[config.mk]
export PLATFORM = sky130hd
export DESIGN_NAME = icap_readback
export DESIGN_NICKNAME = d
export VERILOG_FILES = /design/src/rtl/icap_readback.sv
export SDC_FILE = /design/constraint.sdc
export NUM_CORES = 1
export LEC_CHECK = 0
export CAP_MARGIN = 20
export CORE_MARGIN = 2
export CORE_UTILIZATION = 48
export CTS_CLUSTER_SIZE = 8
export DETAILED_ROUTE_END_ITERATION = 8
export HOLD_SLACK_MARGIN = 0.03
export PLACE_DENSITY = 0.95
export SLEW_MARGIN = 25
export SYNTH_ARGS = -nofsm -noshare
export SYNTH_HDL_FRONTEND = slang
export SYNTH_SLANG_ARGS = --single-unit
[constraint.sdc]
create_clock -name clk -period 3.5 [get_ports clk]
set_input_delay 0.875 -clock clk [delete_from_list [all_inputs] [get_ports clk]]
set_output_delay 0.875 -clock clk [all_outputs]
set_load 0.01 [all_outputs]
[src/rtl/icap_readback.sv]
// Reads one configuration register through ICAP_SPARTAN6: sync, read header, poll, capture.
// Latency: start in cycle k -> RD_WAIT in cycle k+10, done in cycle k+12 (k+17 with desync).
// Backpressure: none; start is honoured only in IDLE, ICAP BUSY stretches RD_WAIT up to 32 cycles.
//
// Ports:
//   clk, rst                    ICAP clock (<= 20 MHz), synchronous active-high reset
//   start, reg_sel[1:0]         one-cycle read request; 0 BOOTSTS, 1 GENERAL1, 2 GENERAL2, 3 STAT
//   icap_busy, icap_o[15:0]     BUSY and O from the primitive (pin bit order)
//   icap_ce_n, icap_write_n,    registered CE/WRITE/I towards the primitive (pin bit order)
//   icap_i[15:0]
//   busy, done                  sequence in progress / one-cycle end pulse
//   data[15:0], valid, error    captured value (logical bit order), good capture, timeout
//
// Option: define ICAP_READBACK_DESYNC_EN to append a DESYNC command after the read so the
// configuration logic is released; without it the device is left synced.
module icap_readback (
    input  logic        clk,
    input  logic        rst,
    input  logic        start,
    input  logic [1:0]  reg_sel,
    input  logic        icap_busy,
    input  logic [15:0] icap_o,
    output logic        icap_ce_n,
    output logic        icap_write_n,
    output logic [15:0] icap_i,
    output logic        busy,
    output logic        done,
    output logic [15:0] data,
    output logic        valid,
    output logic        error
);

    typedef enum logic [4:0] {
        IDLE, DUMMY, SYNC1, SYNC2, NOOP1, RDHDR, NOOP2, NOOP3,
        ABORT_W, RD_SWITCH, RD_WAIT, RD_END
`ifdef ICAP_READBACK_DESYNC_EN
        , SW_WR, DS_HDR, DS_CMD, DS_NOOP1, DS_NOOP2
`endif
    } state_t;

    state_t      state, state_nxt;
    logic [1:0]  sel_q;
    logic [4:0]  wait_cnt;
    logic        capture, timeout;
    logic        ce_n_nxt, write_n_nxt;
    logic [15:0] word_nxt;

    // The ICAP pins carry each byte bit-reversed; the operation is its own inverse.
    function automatic logic [15:0] bitswap(input logic [15:0] w);
        logic [15:0] r;
        for (int i = 0; i < 8; i++) begin
            r[i]     = w[7-i];
            r[8+i]   = w[15-i];
        end
        return r;
    endfunction

    // Type-1 read headers, one word from the selected register.
    function automatic logic [15:0] rd_header(input logic [1:0] sel);
        logic [15:0] h;
        case (sel)
            2'd0:    h = 16'h2C01;
            2'd1:    h = 16'h2A61;
            2'd2:    h = 16'h2A81;
            default: h = 16'h2901;
        endcase
        return h;
    endfunction

    always_comb begin
        state_nxt = state;
        capture   = 1'b0;
        timeout   = 1'b0;
        case (state)
            IDLE:      if (start) state_nxt = DUMMY;
            DUMMY:     state_nxt = SYNC1;
            SYNC1:     state_nxt = SYNC2;
            SYNC2:     state_nxt = NOOP1;
            NOOP1:     state_nxt = RDHDR;
            RDHDR:     state_nxt = NOOP2;
            NOOP2:     state_nxt = NOOP3;
            NOOP3:     state_nxt = ABORT_W;
            ABORT_W:   state_nxt = RD_SWITCH;
            RD_SWITCH: state_nxt = RD_WAIT;
            RD_WAIT: begin
                // A ready word wins over the timeout on the 32nd cycle.
                if (!icap_busy) begin
                    capture   = 1'b1;
                    state_nxt = RD_END;
                end else if (wait_cnt == 5'd31) begin
                    timeout   = 1'b1;
                    state_nxt = RD_END;
                end
            end
`ifdef ICAP_READBACK_DESYNC_EN
            RD_END:    state_nxt = SW_WR;
            SW_WR:     state_nxt = DS_HDR;
            DS_HDR:    state_nxt = DS_CMD;
            DS_CMD:    state_nxt = DS_NOOP1;
            DS_NOOP1:  state_nxt = DS_NOOP2;
            DS_NOOP2:  state_nxt = IDLE;
`else
            RD_END:    state_nxt = IDLE;
`endif
            default:   state_nxt = IDLE;
        endcase
    end

    // Pin values are decoded from the next state and registered, so each state's
    // word is on the pins for exactly the cycle the FSM sits in that state.
    always_comb begin
        ce_n_nxt    = 1'b1;
        write_n_nxt = 1'b1;
        word_nxt    = 16'hFFFF;
        case (state_nxt)
            DUMMY:     begin ce_n_nxt = 1'b0; write_n_nxt = 1'b0; word_nxt = 16'hFFFF;          end
            SYNC1:     begin ce_n_nxt = 1'b0; write_n_nxt = 1'b0; word_nxt = 16'hAA99;          end
            SYNC2:     begin ce_n_nxt = 1'b0; write_n_nxt = 1'b0; word_nxt = 16'h5566;          end
            NOOP1:     begin ce_n_nxt = 1'b0; write_n_nxt = 1'b0; word_nxt = 16'h2000;          end
            RDHDR:     begin ce_n_nxt = 1'b0; write_n_nxt = 1'b0; word_nxt = rd_header(sel_q);  end
            NOOP2:     begin ce_n_nxt = 1'b0; write_n_nxt = 1'b0; word_nxt = 16'h2000;          end
            NOOP3:     begin ce_n_nxt = 1'b0; write_n_nxt = 1'b0; word_nxt = 16'h2000;          end
            // Deselect while still in write mode before turning the port around.
            ABORT_W:   write_n_nxt = 1'b0;
            RD_WAIT:   ce_n_nxt = 1'b0;
`ifdef ICAP_READBACK_DESYNC_EN
            SW_WR:     write_n_nxt = 1'b0;
            DS_HDR:    begin ce_n_nxt = 1'b0; write_n_nxt = 1'b0; word_nxt = 16'h30A1;          end
            DS_CMD:    begin ce_n_nxt = 1'b0; write_n_nxt = 1'b0; word_nxt = 16'h000D;          end
            DS_NOOP1:  begin ce_n_nxt = 1'b0; write_n_nxt = 1'b0; word_nxt = 16'h2000;          end
            DS_NOOP2:  begin ce_n_nxt = 1'b0; write_n_nxt = 1'b0; word_nxt = 16'h2000;          end
`endif
            default:   ;
        endcase
    end

    always_ff @(posedge clk) begin
        if (rst) begin
            state        <= IDLE;
            icap_ce_n    <= 1'b1;
            icap_write_n <= 1'b1;
            icap_i       <= 16'hFFFF;
            busy         <= 1'b0;
            done         <= 1'b0;
            data         <= 16'h0000;
            valid        <= 1'b0;
            error        <= 1'b0;
            wait_cnt     <= 5'd0;
            sel_q        <= 2'd0;
        end else begin
            state        <= state_nxt;
            icap_ce_n    <= ce_n_nxt;
            icap_write_n <= write_n_nxt;
            icap_i       <= bitswap(word_nxt);
            busy         <= (state_nxt != IDLE);
            done         <= (state != IDLE) && (state_nxt == IDLE);
            wait_cnt     <= (state == RD_WAIT) ? wait_cnt + 5'd1 : 5'd0;
            if (state == IDLE && start) begin
                sel_q <= reg_sel;
                valid <= 1'b0;
                error <= 1'b0;
            end
            if (capture) begin
                data  <= bitswap(icap_o);
                valid <= 1'b1;
            end
            if (timeout) begin
                data  <= 16'hFFFF;
                valid <= 1'b0;
                error <= 1'b1;
            end
        end
    end

endmodule

==> impl_results.html <==
<table>
<tr><th>Metric</th><th>Value</th></tr>
<tr><th colspan="2">Final layout</th></tr>
<tr><td># nets final</td><td>252</td></tr>
<tr><td>Area overhead of the layout relative to synthesis</td><td>34.1%</td></tr>
<tr><td>Final instance count without filler cells</td><td>271</td></tr>
<tr><td>Antenna diodes</td><td>0</td></tr>
<tr><td>Share of the core filled with cells in the final layout</td><td>0.687</td></tr>
<tr><td>Fraction of final layout cells sized beyond drive strength 1</td><td>0.0978</td></tr>
<tr><th colspan="2">Die</th></tr>
<tr><td>Initial Util</td><td>0.512</td></tr>
<tr><td>Width of the chip</td><td>64.4 um</td></tr>
<tr><td>Floorplan die height</td><td>around 64 um</td></tr>
<tr><td>Number of core rows</td><td>21</td></tr>
<tr><td>Placeable Area</td><td>3420 um2</td></tr>
<tr><td>Top-Level Pins</td><td>60</td></tr>
<tr><td>Area of the die</td><td>approximately 4100 um2</td></tr>
<tr><th colspan="2">Clock tree</th></tr>
<tr><td>Buffer depth of the longest clock path</td><td>2</td></tr>
<tr><td>Number of buffers added to fix hold violations after cts</td><td>0</td></tr>
<tr><td>Clock sink total</td><td>43</td></tr>
<tr><td>Cts bufs inserted</td><td>5</td></tr>
<tr><td>Clock root buffer master</td><td>clkbuf_4</td></tr>
<tr><td>Number of cells upsized or downsized after cts</td><td>0</td></tr>
<tr><td>Clk_lat worst skew</td><td>370 ps</td></tr>
<tr><td>Clock transition time at the flip-flop clock pins of the worst setup and hold paths</td><td>120 ps</td></tr>
<tr><td>TritonCTS clock tree</td><td>yes</td></tr>
<tr><td>Htree depth</td><td>2</td></tr>
<tr><td>Setup Buffers After CTS</td><td>0</td></tr>
<tr><th colspan="2">Synth</th></tr>
<tr><td>Number of cells produced by synthesis</td><td>175</td></tr>
<tr><td>Main area contributors after synthesis</td><td>dfxtp_1 (49%), o22ai_2 (6.4%), nor2_1 (5.6%), ha_1 (4.3%), buf_4 (3.0%)</td></tr>
<tr><td>Cell with the most instances after synthesis</td><td>dfxtp_1</td></tr>
<tr><td>Post-Synthesis Mean Instance Area</td><td>between 9 and 10 um2</td></tr>
<tr><td>Number of distinct library cell variants in the gate-level netlist after synthesis</td><td>35</td></tr>
<tr><td>Post-synth ARST share</td><td>0</td></tr>
<tr><td>Yosys warnings</td><td>0</td></tr>
<tr><td>Synth area leader</td><td>dfxtp_1</td></tr>
<tr><td>Share of synthesized area occupied by flip-flops and latches</td><td>0.492</td></tr>
<tr><td>Area share of the largest cell type after synthesis</td><td>0.492</td></tr>
<tr><td>Post-synthesis cell area</td><td>1750 um2</td></tr>
<tr><td>List of most frequent post-synthesis cells</td><td>dfxtp_1 (43), nor2_1 (26), clkbuf_1 (9), o22ai_2 (9), o22ai_1 (8)</td></tr>
<tr><td>Nets in the synthesized netlist</td><td>203</td></tr>
<tr><td>Flop and latch count out of synthesis</td><td>43</td></tr>
<tr><td>Number of synthesized flops with an enable pin</td><td>0</td></tr>
<tr><td>Dominant register cell in the synthesized netlist</td><td>dfxtp_1</td></tr>
<tr><th colspan="2">Critical path</th></tr>
<tr><td>Setup Crit Path Kind</td><td>reg -&gt; reg</td></tr>
<tr><td>Worst reg2reg startpoint</td><td>state[1]</td></tr>
<tr><td>Startpoint types</td><td>register</td></tr>
<tr><td>Critical path's slowest cell</td><td>or3_1</td></tr>
<tr><td>Signal arrival time at the worst endpoint</td><td>2470 ps</td></tr>
<tr><td>Termination of the worst setup path</td><td>data[13]</td></tr>
<tr><td>Critical path launch point</td><td>state[1]</td></tr>
<tr><td>R2R depth</td><td>4</td></tr>
<tr><td>Terminus of the critical flop-to-flop path</td><td>data[13]</td></tr>
<tr><td>Required time worst endpoint</td><td>3750 ps</td></tr>
<tr><td>Kind of end point of the critical path</td><td>register</td></tr>
<tr><td>Worst-path maximum fanout</td><td>17</td></tr>
<tr><td>Slack of the worst reg-to-reg path</td><td>1270 ps</td></tr>
<tr><td>Stage delay of the slowest cell on the critical path</td><td>650 ps</td></tr>
<tr><td>Cell Chain, Critical Path</td><td>or4b_4 -&gt; or3_1 -&gt; o22ai_1 -&gt; nor2_1</td></tr>
<tr><th colspan="2">Timing</th></tr>
<tr><td>Total setup violations reported at the end of the flow</td><td>0</td></tr>
<tr><td>Worst clock skew</td><td>16.3 ps</td></tr>
<tr><td>Portion of the clock cycle consumed by the worst path in the final layout</td><td>0.636</td></tr>
<tr><td>Slew Viols, Final</td><td>0</td></tr>
<tr><td>Min Tclk post-route</td><td>2230 ps</td></tr>
<tr><td>Max-Slew Margin vs Limit</td><td>0.512</td></tr>
<tr><td>Setup tns final</td><td>0 ps</td></tr>
<tr><td>Peak clock frequency supported by timing</td><td>0.449 GHz</td></tr>
<tr><td>Setup repair after global routing missed its margin</td><td>no</td></tr>
<tr><td>Hold violation total from the final report</td><td>0</td></tr>
<tr><td>Worst-margin pin slew</td><td>~730 ps</td></tr>
<tr><th colspan="2">Routing</th></tr>
<tr><td>DR WL/cell</td><td>roughly 13 um</td></tr>
<tr><td>Iter 0 DRT Violations</td><td>34</td></tr>
<tr><td>Number of antenna-violating nets in the routed design</td><td>0</td></tr>
<tr><td>Detail-routed via count per cell</td><td>5.24</td></tr>
<tr><td>Final wirelength</td><td>3540 um</td></tr>
<tr><td>Via count of the routed design</td><td>1420</td></tr>
<tr><td>Post-detailed-route DRC marker count</td><td>0</td></tr>
<tr><td>First-pass detailed-route iteration total</td><td>4</td></tr>
<tr><th colspan="2">Power</th></tr>
<tr><td>Leakage power figure</td><td>0.870 nW</td></tr>
<tr><td>Worst vdd rail ir drop</td><td>0.282 mV</td></tr>
<tr><td>Total design power</td><td>roughly 0.00081 W</td></tr>
<tr><td>Total power per unit cell area</td><td>344 nW/um2</td></tr>
<tr><th colspan="2">Min path</th></tr>
<tr><td>Worst Hold Class</td><td>reg -&gt; reg</td></tr>
<tr><td>Origin of the worst min-delay path</td><td>wait_cnt[0]</td></tr>
<tr><th colspan="2">Placed design</th></tr>
<tr><td>Post-Place Cells</td><td>approximately 260</td></tr>
<tr><td>Number of I/O port buffers</td><td>59</td></tr>
<tr><td>Final GP Congestion</td><td>0.817</td></tr>
<tr><td>Post-DP HPWL</td><td>between 2000 and 3000 um</td></tr>
<tr><th colspan="2">Global routing</th></tr>
<tr><td>Via count of the first global-routing pass</td><td>1368</td></tr>
<tr><td>Initial antenna violation count</td><td>0</td></tr>
<tr><td>First-pass GRT wire length</td><td>6070 um</td></tr>
<tr><td>Pin count of the biggest net entering global routing</td><td>32</td></tr>
<tr><td>Total global routing overflow</td><td>0</td></tr>
<tr><td>Total global-route track usage</td><td>0.192</td></tr>
<tr><th colspan="2">Run</th></tr>
<tr><td>Max_cap viols</td><td>0</td></tr>
<tr><th colspan="2">Status</th></tr>
<tr><td>Result of the run</td><td>finished clean</td></tr>
</table>
area by class of cell:
| cell class | instances | area [um2] |
|---|---|---|
| fill | 284 | 1070 |
| sequential | 43 | 861 |
| multi-input combinational | 109 | 753 |
| timing repair buffer | 61 | 606 |
| tap | 46 | 57.6 |
| clock buffer | 6 | 41.3 |
| inverter | 4 | 15.0 |
| clock inverter | 2 | 12.5 |
how the worst min path moves through the flow:
stage | slack (ps) | cells after the start | endpoint
final | 470 | 1 | wait_cnt[0]
after global routing | 500 | 1 | wait_cnt[0]
after CTS | 470 | 1 | wait_cnt[0]
after detailed placement | 450 | 1 | wait_cnt[0]
after global placement | 430 | 1 | wait_cnt[0]
after floorplan | 420 | 1 | wait_cnt[0]
critical path, delay by kind of cell, from the launching register on:
kind	cells	cell delay [ps]
AOI/OAI and AO/OA	1	250
and+or+nand+nor	3	1280
DFF	1	580
cell families (layout without fill, tap and decap cells):
group | Yosys count | count (layout) | share of synthesized area
DFF | 43 | 43 | 0.492
other | 1 | 1 | 0.00214
buffers and inverters | 23 | 73 | 0.0772
xor gates and xnor gates | 4 | 4 | 0.0200
muxes | 4 | 4 | 0.0229
AOI/OAI and AO/OA | 36 | 36 | 0.169
and+or+nand+nor | 58 | 58 | 0.174
adders and majority gates | 6 | 6 | 0.0429
per-layer routing:
metal,track usage,share of wire,vias to the layer above
met5,0,0,-
met4,0.0771,0.017,0
met3,0.0898,0.087,6
met2,0.320,0.51,56
met1,0.211,0.38,660
li1,-,-,698
flip-flops by register name, indices dropped and copies added (netlist names):
register      cells
state             5
sel_q             2
error             1
icap_ce_n         1
valid             1
icap_i            9
wait_cnt          5
done              1
icap_write_n      1
busy              1
data             16
where the power goes:
part	switching, W	internal [W]
Clock	0.000160	0.0000775
Sequential	0.00000706	0.000496
Combinational	0.0000259	0.0000412
Total	0.000193	0.000615
placed cells by master, fill, tap and decap left out, types with 2 or more instances in the layout:
| cell | Yosys | layout |
|---|---|---|
| clkdlybuf4s50_1 | 0 | 59 |
| dfxtp_1 | 43 | 43 |
| nor2_1 | 26 | 26 |
| o22ai_2 | 9 | 9 |
| o22ai_1 | 8 | 8 |
| ha_1 | 6 | 6 |
| nand3_1 | 5 | 5 |
| and2_1 | 5 | 5 |
| o21ai_0 | 5 | 5 |
| a21o_1 | 5 | 5 |
| clkbuf_4 | 0 | 5 |
| inv_1 | 4 | 4 |
| nand2_1 | 4 | 4 |
| mux2i_1 | 4 | 4 |
| a21oi_1 | 4 | 4 |
| or3_1 | 3 | 3 |
| xnor2_1 | 3 | 3 |
| nor4b_1 | 3 | 3 |
| nor3_1 | 3 | 3 |
| nor4_1 | 2 | 2 |
| buf_4 | 7 | 2 |
through the flow:
stage,cell area (um2),hold WS (ps),worst slack (ps)
finish,2350,466,1270
global route,2350,501,1140
CTS,2350,466,1290
detailed placement,2290,449,1040
global placement,2290,434,1090
floorplan,1750,418,1700
No activity file was read; power rests on OpenSTA's default activity.
